`src/rtl/regfile_pkg.sv`:
```
// regfile_pkg: shared types and defaults for the
// multi-port register file.
package regfile_pkg;

  typedef enum logic {
    RF_CLEAR,
    RF_READY
  } rf_state_t;

  localparam int DATA_W_DEF   = 32;
  localparam int ADDR_W_DEF   = 5;
  localparam int N_RD_DEF     = 2;
  localparam int BYPASS_DEF   = 1;
  localparam int ZERO_REG_DEF = 1;
  localparam int IO_REG_DEF   = 1;
  localparam int IO_W_DEF     = 3;
  localparam int DBG_W_DEF    = 16;

  function automatic int slice_w(
    input int data_w,
    input int dbg_w
  );
    return ((data_w / dbg_w) > 1) ?
      $clog2(data_w / dbg_w) : 1;
  endfunction

endpackage

```
`src/rtl/regfile_mp_read_port.sv`:
```
// rf_read_port: zero/bypass/array select
// feeding one registered read port.
module rf_read_port
  import regfile_pkg::*;
#(
  parameter int DATA_W   = DATA_W_DEF,
  parameter int ADDR_W   = ADDR_W_DEF,
  parameter int BYPASS   = BYPASS_DEF,
  parameter int ZERO_REG = ZERO_REG_DEF
) (
  input  logic              clk,
  input  logic              rst_n,
  input  logic              ready,
  input  logic [ADDR_W-1:0] addr,
  input  logic [DATA_W-1:0] arr_data,
  input  logic              wr_en,
  input  logic [ADDR_W-1:0] wr_addr,
  input  logic [DATA_W-1:0] wr_data,
  output logic [DATA_W-1:0] data
);

  logic [DATA_W-1:0] nxt;

  always_comb begin
    nxt = arr_data;
    if (ZERO_REG != 0 && addr == '0) begin
      nxt = '0;
    end else if (BYPASS != 0 && wr_en &&
                 addr == wr_addr) begin
      nxt = wr_data;
    end
  end

  always_ff @(posedge clk) begin
    if (!rst_n) begin
      data <= '0;
    end else if (ready) begin
      data <= nxt;
    end else begin
      data <= '0;
    end
  end

endmodule

```
`src/rtl/regfile_mp.sv`:
```
// regfile_mp: parametrised multi-port register file
// with clear engine, IO-mapped register and debug port.
module regfile_mp
  import regfile_pkg::*;
#(
  parameter int DATA_W   = DATA_W_DEF,
  parameter int ADDR_W   = ADDR_W_DEF,
  parameter int N_RD     = N_RD_DEF,
  parameter int BYPASS   = BYPASS_DEF,
  parameter int ZERO_REG = ZERO_REG_DEF,
  parameter int IO_REG   = IO_REG_DEF,
  parameter int IO_W     = IO_W_DEF,
  parameter int DBG_W    = DBG_W_DEF,
  localparam int SL_W    = slice_w(DATA_W, DBG_W)
) (
  input  logic                   CLK,
  input  logic                   RST_N,
  input  logic                   RegW,
  input  logic [ADDR_W-1:0]      DR,
  input  logic [DATA_W-1:0]      Reg_In,
  input  logic [N_RD*ADDR_W-1:0] SR,
  output logic [N_RD*DATA_W-1:0] ReadReg,
  input  logic [IO_W-1:0]        IO_In,
  input  logic [ADDR_W-1:0]      Dbg_Addr,
  input  logic [SL_W-1:0]        Dbg_Slice,
  output logic [DBG_W-1:0]       Dbg_Value,
  output logic                   Busy
);

  localparam int DEPTH   = 2 ** ADDR_W;
  localparam int N_SLICE = DATA_W / DBG_W;
  localparam logic [ADDR_W-1:0] IO_A =
    ADDR_W'(IO_REG);

  logic [DATA_W-1:0] mem [DEPTH];

  rf_state_t         state;
  logic [ADDR_W-1:0] ptr;
  logic              ready;
  logic              wr_en;
  logic [DATA_W-1:0] wr_data;
  logic [DATA_W-1:0] dbg_word;
  logic [DBG_W-1:0]  dbg_next;

  assign ready = (state == RF_READY);

  assign wr_en = RegW && ready &&
    !(ZERO_REG != 0 && DR == '0);

  // IO bits always win over a same-cycle write
  always_comb begin
    wr_data = Reg_In;
    if (DR == IO_A) begin
      wr_data[IO_W-1:0] = IO_In;
    end
  end

  always_ff @(posedge CLK) begin
    if (!RST_N) begin
      state <= RF_CLEAR;
      ptr   <= '0;
      Busy  <= 1'b1;
    end else begin
      unique case (state)
        RF_CLEAR: begin
          ptr <= ptr + ADDR_W'(1);
          if (&ptr) begin
            state <= RF_READY;
            Busy  <= 1'b0;
          end
        end
        RF_READY: begin
          Busy <= 1'b0;
        end
        default: begin
          state <= RF_CLEAR;
        end
      endcase
    end
  end

  // No reset on the array so it stays RAM-inferable
  always_ff @(posedge CLK) begin
    if (RST_N) begin
      if (!ready) begin
        mem[ptr] <= '0;
      end else begin
        if (wr_en) begin
          mem[DR] <= wr_data;
        end
        mem[IO_A][IO_W-1:0] <= IO_In;
      end
    end
  end

  for (genvar k = 0; k < N_RD; k++) begin : g_rd
    rf_read_port #(
      .DATA_W  (DATA_W),
      .ADDR_W  (ADDR_W),
      .BYPASS  (BYPASS),
      .ZERO_REG(ZERO_REG)
    ) u_rd (
      .clk     (CLK),
      .rst_n   (RST_N),
      .ready   (ready),
      .addr    (SR[k*ADDR_W +: ADDR_W]),
      .arr_data(mem[SR[k*ADDR_W +: ADDR_W]]),
      .wr_en   (wr_en),
      .wr_addr (DR),
      .wr_data (wr_data),
      .data    (ReadReg[k*DATA_W +: DATA_W])
    );
  end

  assign dbg_word = mem[Dbg_Addr];

  always_comb begin
    dbg_next = '0;
    for (int s = 0; s < N_SLICE; s++) begin
      if (Dbg_Slice == SL_W'(s)) begin
        dbg_next = dbg_word[s*DBG_W +: DBG_W];
      end
    end
  end

  always_ff @(posedge CLK) begin
    if (!RST_N) begin
      Dbg_Value <= '0;
    end else if (ready) begin
      Dbg_Value <= dbg_next;
    end else begin
      Dbg_Value <= '0;
    end
  end

endmodule

```
`config.mk`:
```
export PLATFORM = sky130hd
export DESIGN_NAME = regfile_mp
export DESIGN_NICKNAME = d
export VERILOG_FILES = /design/src/rtl/regfile_pkg.sv /design/src/rtl/regfile_mp_read_port.sv /design/src/rtl/regfile_mp.sv
export SDC_FILE = /design/constraint.sdc
export NUM_CORES = 2
export LEC_CHECK = 0
export ABC_CLOCK_PERIOD_IN_PS = 4900
export CAP_MARGIN = 30
export CORE_UTILIZATION = 45
export CTS_CLUSTER_SIZE = 24
export DETAILED_ROUTE_END_ITERATION = 7
export PLACE_DENSITY = 0.71
export SYNTH_ARGS = -nofsm -noshare
export SYNTH_HDL_FRONTEND = slang
export SYNTH_SLANG_ARGS = --single-unit
export TNS_END_PERCENT = 5
```
`constraint.sdc`:
```
create_clock -name CLK -period 4.9 [get_ports CLK]
set_input_delay 1.225 -clock CLK [delete_from_list [all_inputs] [get_ports CLK]]
set_output_delay 1.225 -clock CLK [all_outputs]
set_load 0.03 [all_outputs]
```
==> run metrics <==
share of cells above drive strength 1 between 20% and 30%; Mean Syn Cell Area between 15 and 20 µm²; most frequent cell after synthesis edfxtp_1; pin count of the biggest net entering global routing 73; Post-Syn Area approximately 0.059 mm²; Int Power 16,950 µW; reg2reg path depth 8; global-route wire length before repair about 310,000 µm; Startpoint Class input port; Worst Tran Pin Value approximately 1.1 ns; CP max FO 21; Hold Path Class reg2reg; clock buffer depth 3; Die Span X 364.2 µm; switching share of power 23.73%; vias after detailed routing 41,640; multi-input logic area 0.02529 mm²; run status complete, no violations; Critical Path RT roughly 5.3 ns; post-synth top area share between 50% and 60%; Post-synth EDFFs between 1,000 and 1,500; Peak Freq about 0.25 GHz; CP Capture Type register; initial antenna violation count 7; Post-CTS Setup Repair Bufs 0; WHS Path Cells 2; global route overflow 0; final antenna-violating net count 0; Max IR drop VDD about 320 µV; Die Area around 0.13 mm²; Core Footprint 0.1298 mm²; Die Span Y around 360 µm; detailed placement HPWL between 100,000 and 150,000 µm; RSZ-0062 raised after global routing no; CTS Buf Count 114; Final Critical Period 3.947 ns; Commonest cells post-synth edfxtp_1, mux4_2, mux2i_1, a22oi_1, clkbuf_1; register area between 0.03 and 0.04 mm²; skew final 0.04109 ns; dominant synthesized flop cell edfxtp_1; Final Cycle Share between 80% and 90%; Num Clock Sinks roughly 1,100; Detailed Route WL approximately 220,000 µm; Sw Pwr about 5300 µW; vias per cell ~7.4; vias in the first global route about 40,000; Relative slew margins approximately 24%; hold slack 0.4526 ns; CTS H-tree depth 3; Hold Fails Final Rpt 0; DRC 0; cell accounting for the most synthesized area edfxtp_1; top post-synthesis cells by area edfxtp_1, mux4_2, mux2i_1; quantity of gates resized following cts 0; Initial Utilization between 40% and 50%; Filler cells 10,340; syn_nets roughly 3,700; Clock Power Share 44.1%; crit path kind in2reg; Synth-to-Final Area Change 15.91%; post-synthesis sequential area ratio 55.03%; GRT Util Overall between 30% and 40%; cell count after synthesis around 3,600; # setup viols final 0; setup TNS 0 ns; Yosys cell types 60; fin nets 3,854; Root Buffer clkbuf_16; Pre-antenna DRT Iters 8; Synth Register Bits roughly 1,100; Leak approximately 0.024 µW; hold buffer count at CTS 0; sequential power share between 40% and 50%; Port Buf Inserts 139; ys async rst share 0%; Clock Pin Slew Worst Setup and Hold Paths ~0.060 ns; Max-Cap Viols 0; P per Cell Area between 300 and 400 mW/mm²; Ys Warns 0; CTS tree built; Std-Cell Rows about 130; final slew viol count 0; part of the power in combinational logic 9.6%; initial drt markers approximately 6,700; Worst Path Arrival 4.31 ns; drt wl/cell 39.13 µm; RD Place Congestion roughly 0.90; IO Pins 140; Clk Latency, worst-skew pair roughly 0.75 ns
-- cell type report --
type | instances | share of cell area [%]
sequential | 1111 | 47.47
multi-input combinational | 2133 | 36.95
timing repair buffer | 387 | 5.993
clock buffer | 139 | 4.501
tap | 1742 | 3.185
clock inverter | 75 | 1.616
inverter | 46 | 0.2523
antenna | 8 | 0.02925
-- logic make-up after synthesis --
logic type | after synthesis | share of synthesized area [%]
AO/OA/AOI/OAI | 607 | 7.904
XOR/XNOR | 4 | 0.05932
adder cells (fa/ha/maj) | 2 | 0.04237
buffers and inverters | 381 | 2.848
flip-flops | 1111 | 55.03
multiplexers | 1093 | 30.36
AND/OR/NAND/NOR | 427 | 3.763
-- per-layer routing --
metal  wire length (µm)  GRT usage [%]  vias to the layer above  share of wire [%]
li1                   -              -                    15750                  -
met1              74360          42.36                    21060                 34
met2              93890          46.94                     3900                 43
met3              35480          12.07                      918                 16
met4              16810          21.39                       14                7.6
met5                176         0.5810                        -              0.080
-- through the flow --
stage / util, % / power [µW] / cells / worst slack [ns] / area (µm²)
global placement: 49.46 / 12540 / 5418 / 0.3836 / 64210
finish: 52.72 / 22220 / 5641 / 0.9530 / 68440
floorplan: - / 11790 / 3625 / 0.5767 / 59050
global route: 52.71 / 22590 / 5633 / 0.9402 / 68420
detailed placement: 49.48 / 12560 / 5419 / 0.3409 / 64240
CTS: 52.71 / 22150 / 5633 / 1.064 / 68420
-- worst paths after layout --
kind | slack, ns | start | endpoint
worst max-delay path | 0.95 | DR[3] | mem[16][29]
worst min-delay path | 0.45 | Busy | Busy
worst max register to register | 1.39 | ready | g_rd[1].u_rd.data[16]
worst min register to register | 0.45 | Busy | Busy
-- power groups by stage --
| stage | registers [µW] | clock network (µW) | logic (µW) |
|---|---|---|---|
| 2_1_floorplan | 10500 | 0 | 1300 |
| 3_3_place_gp | 10500 | 0 | 2050 |
| 3_5_place_dp | 10500 | 0 | 2060 |
| 4_1_cts | 10300 | 9790 | 2070 |
| 5_1_grt | 10300 | 10100 | 2160 |
| 6_report | 10300 | 9800 | 2130 |
-- cells in the final DEF (no fill, tap or decap), types with 4 or more instances in the layout --
cell type,synthesis,routed
edfxtp_1,1024,1024
mux4_2,558,558
mux2i_1,532,532
a22oi_1,393,393
buf_4,12,185
nand3_1,156,156
clkdlybuf4s50_1,0,130
clkbuf_16,0,117
dfxtp_1,87,87
a21oi_1,83,81
nand2_1,74,74
nand4_1,66,66
buf_12,0,65
a211oi_2,60,60
inv_1,46,45
nor2_4,0,39
bufinv_16,0,26
nor2b_1,23,18
clkinvlp_4,0,16
o21ai_0,15,15
clkbuf_1,162,15
and3_1,16,14
clkinv_2,0,14
a2111oi_0,13,13
clkinv_1,0,12
nand2b_1,11,11
diode_2,0,8
a211oi_1,7,7
clkbuf_8,0,7
nor2_1,46,6
nand3b_1,5,5
a31oi_1,5,5
nor2b_4,0,5
and2_1,8,5
xnor2_1,4,4
and2_4,1,4
o41ai_1,4,4
buf_8,0,4
-- state kept, by name (all words and copies together), names as in the netlist --
register        cells
g_rd.u_rd.data     64
ready               1
mem              1024
Dbg_Value          16
ptr                 5
Busy                1
-- critical path, stage by stage --
cell and delay, ns:
clkdlybuf4s50_1 0.58, nor4_2 0.50, buf_4 0.27, a21oi_4 0.09, o31ai_1 0.45, nand2_1 0.41
nor2_4 0.21, buf_4 0.54
Power figures use the tool's default switching activity.
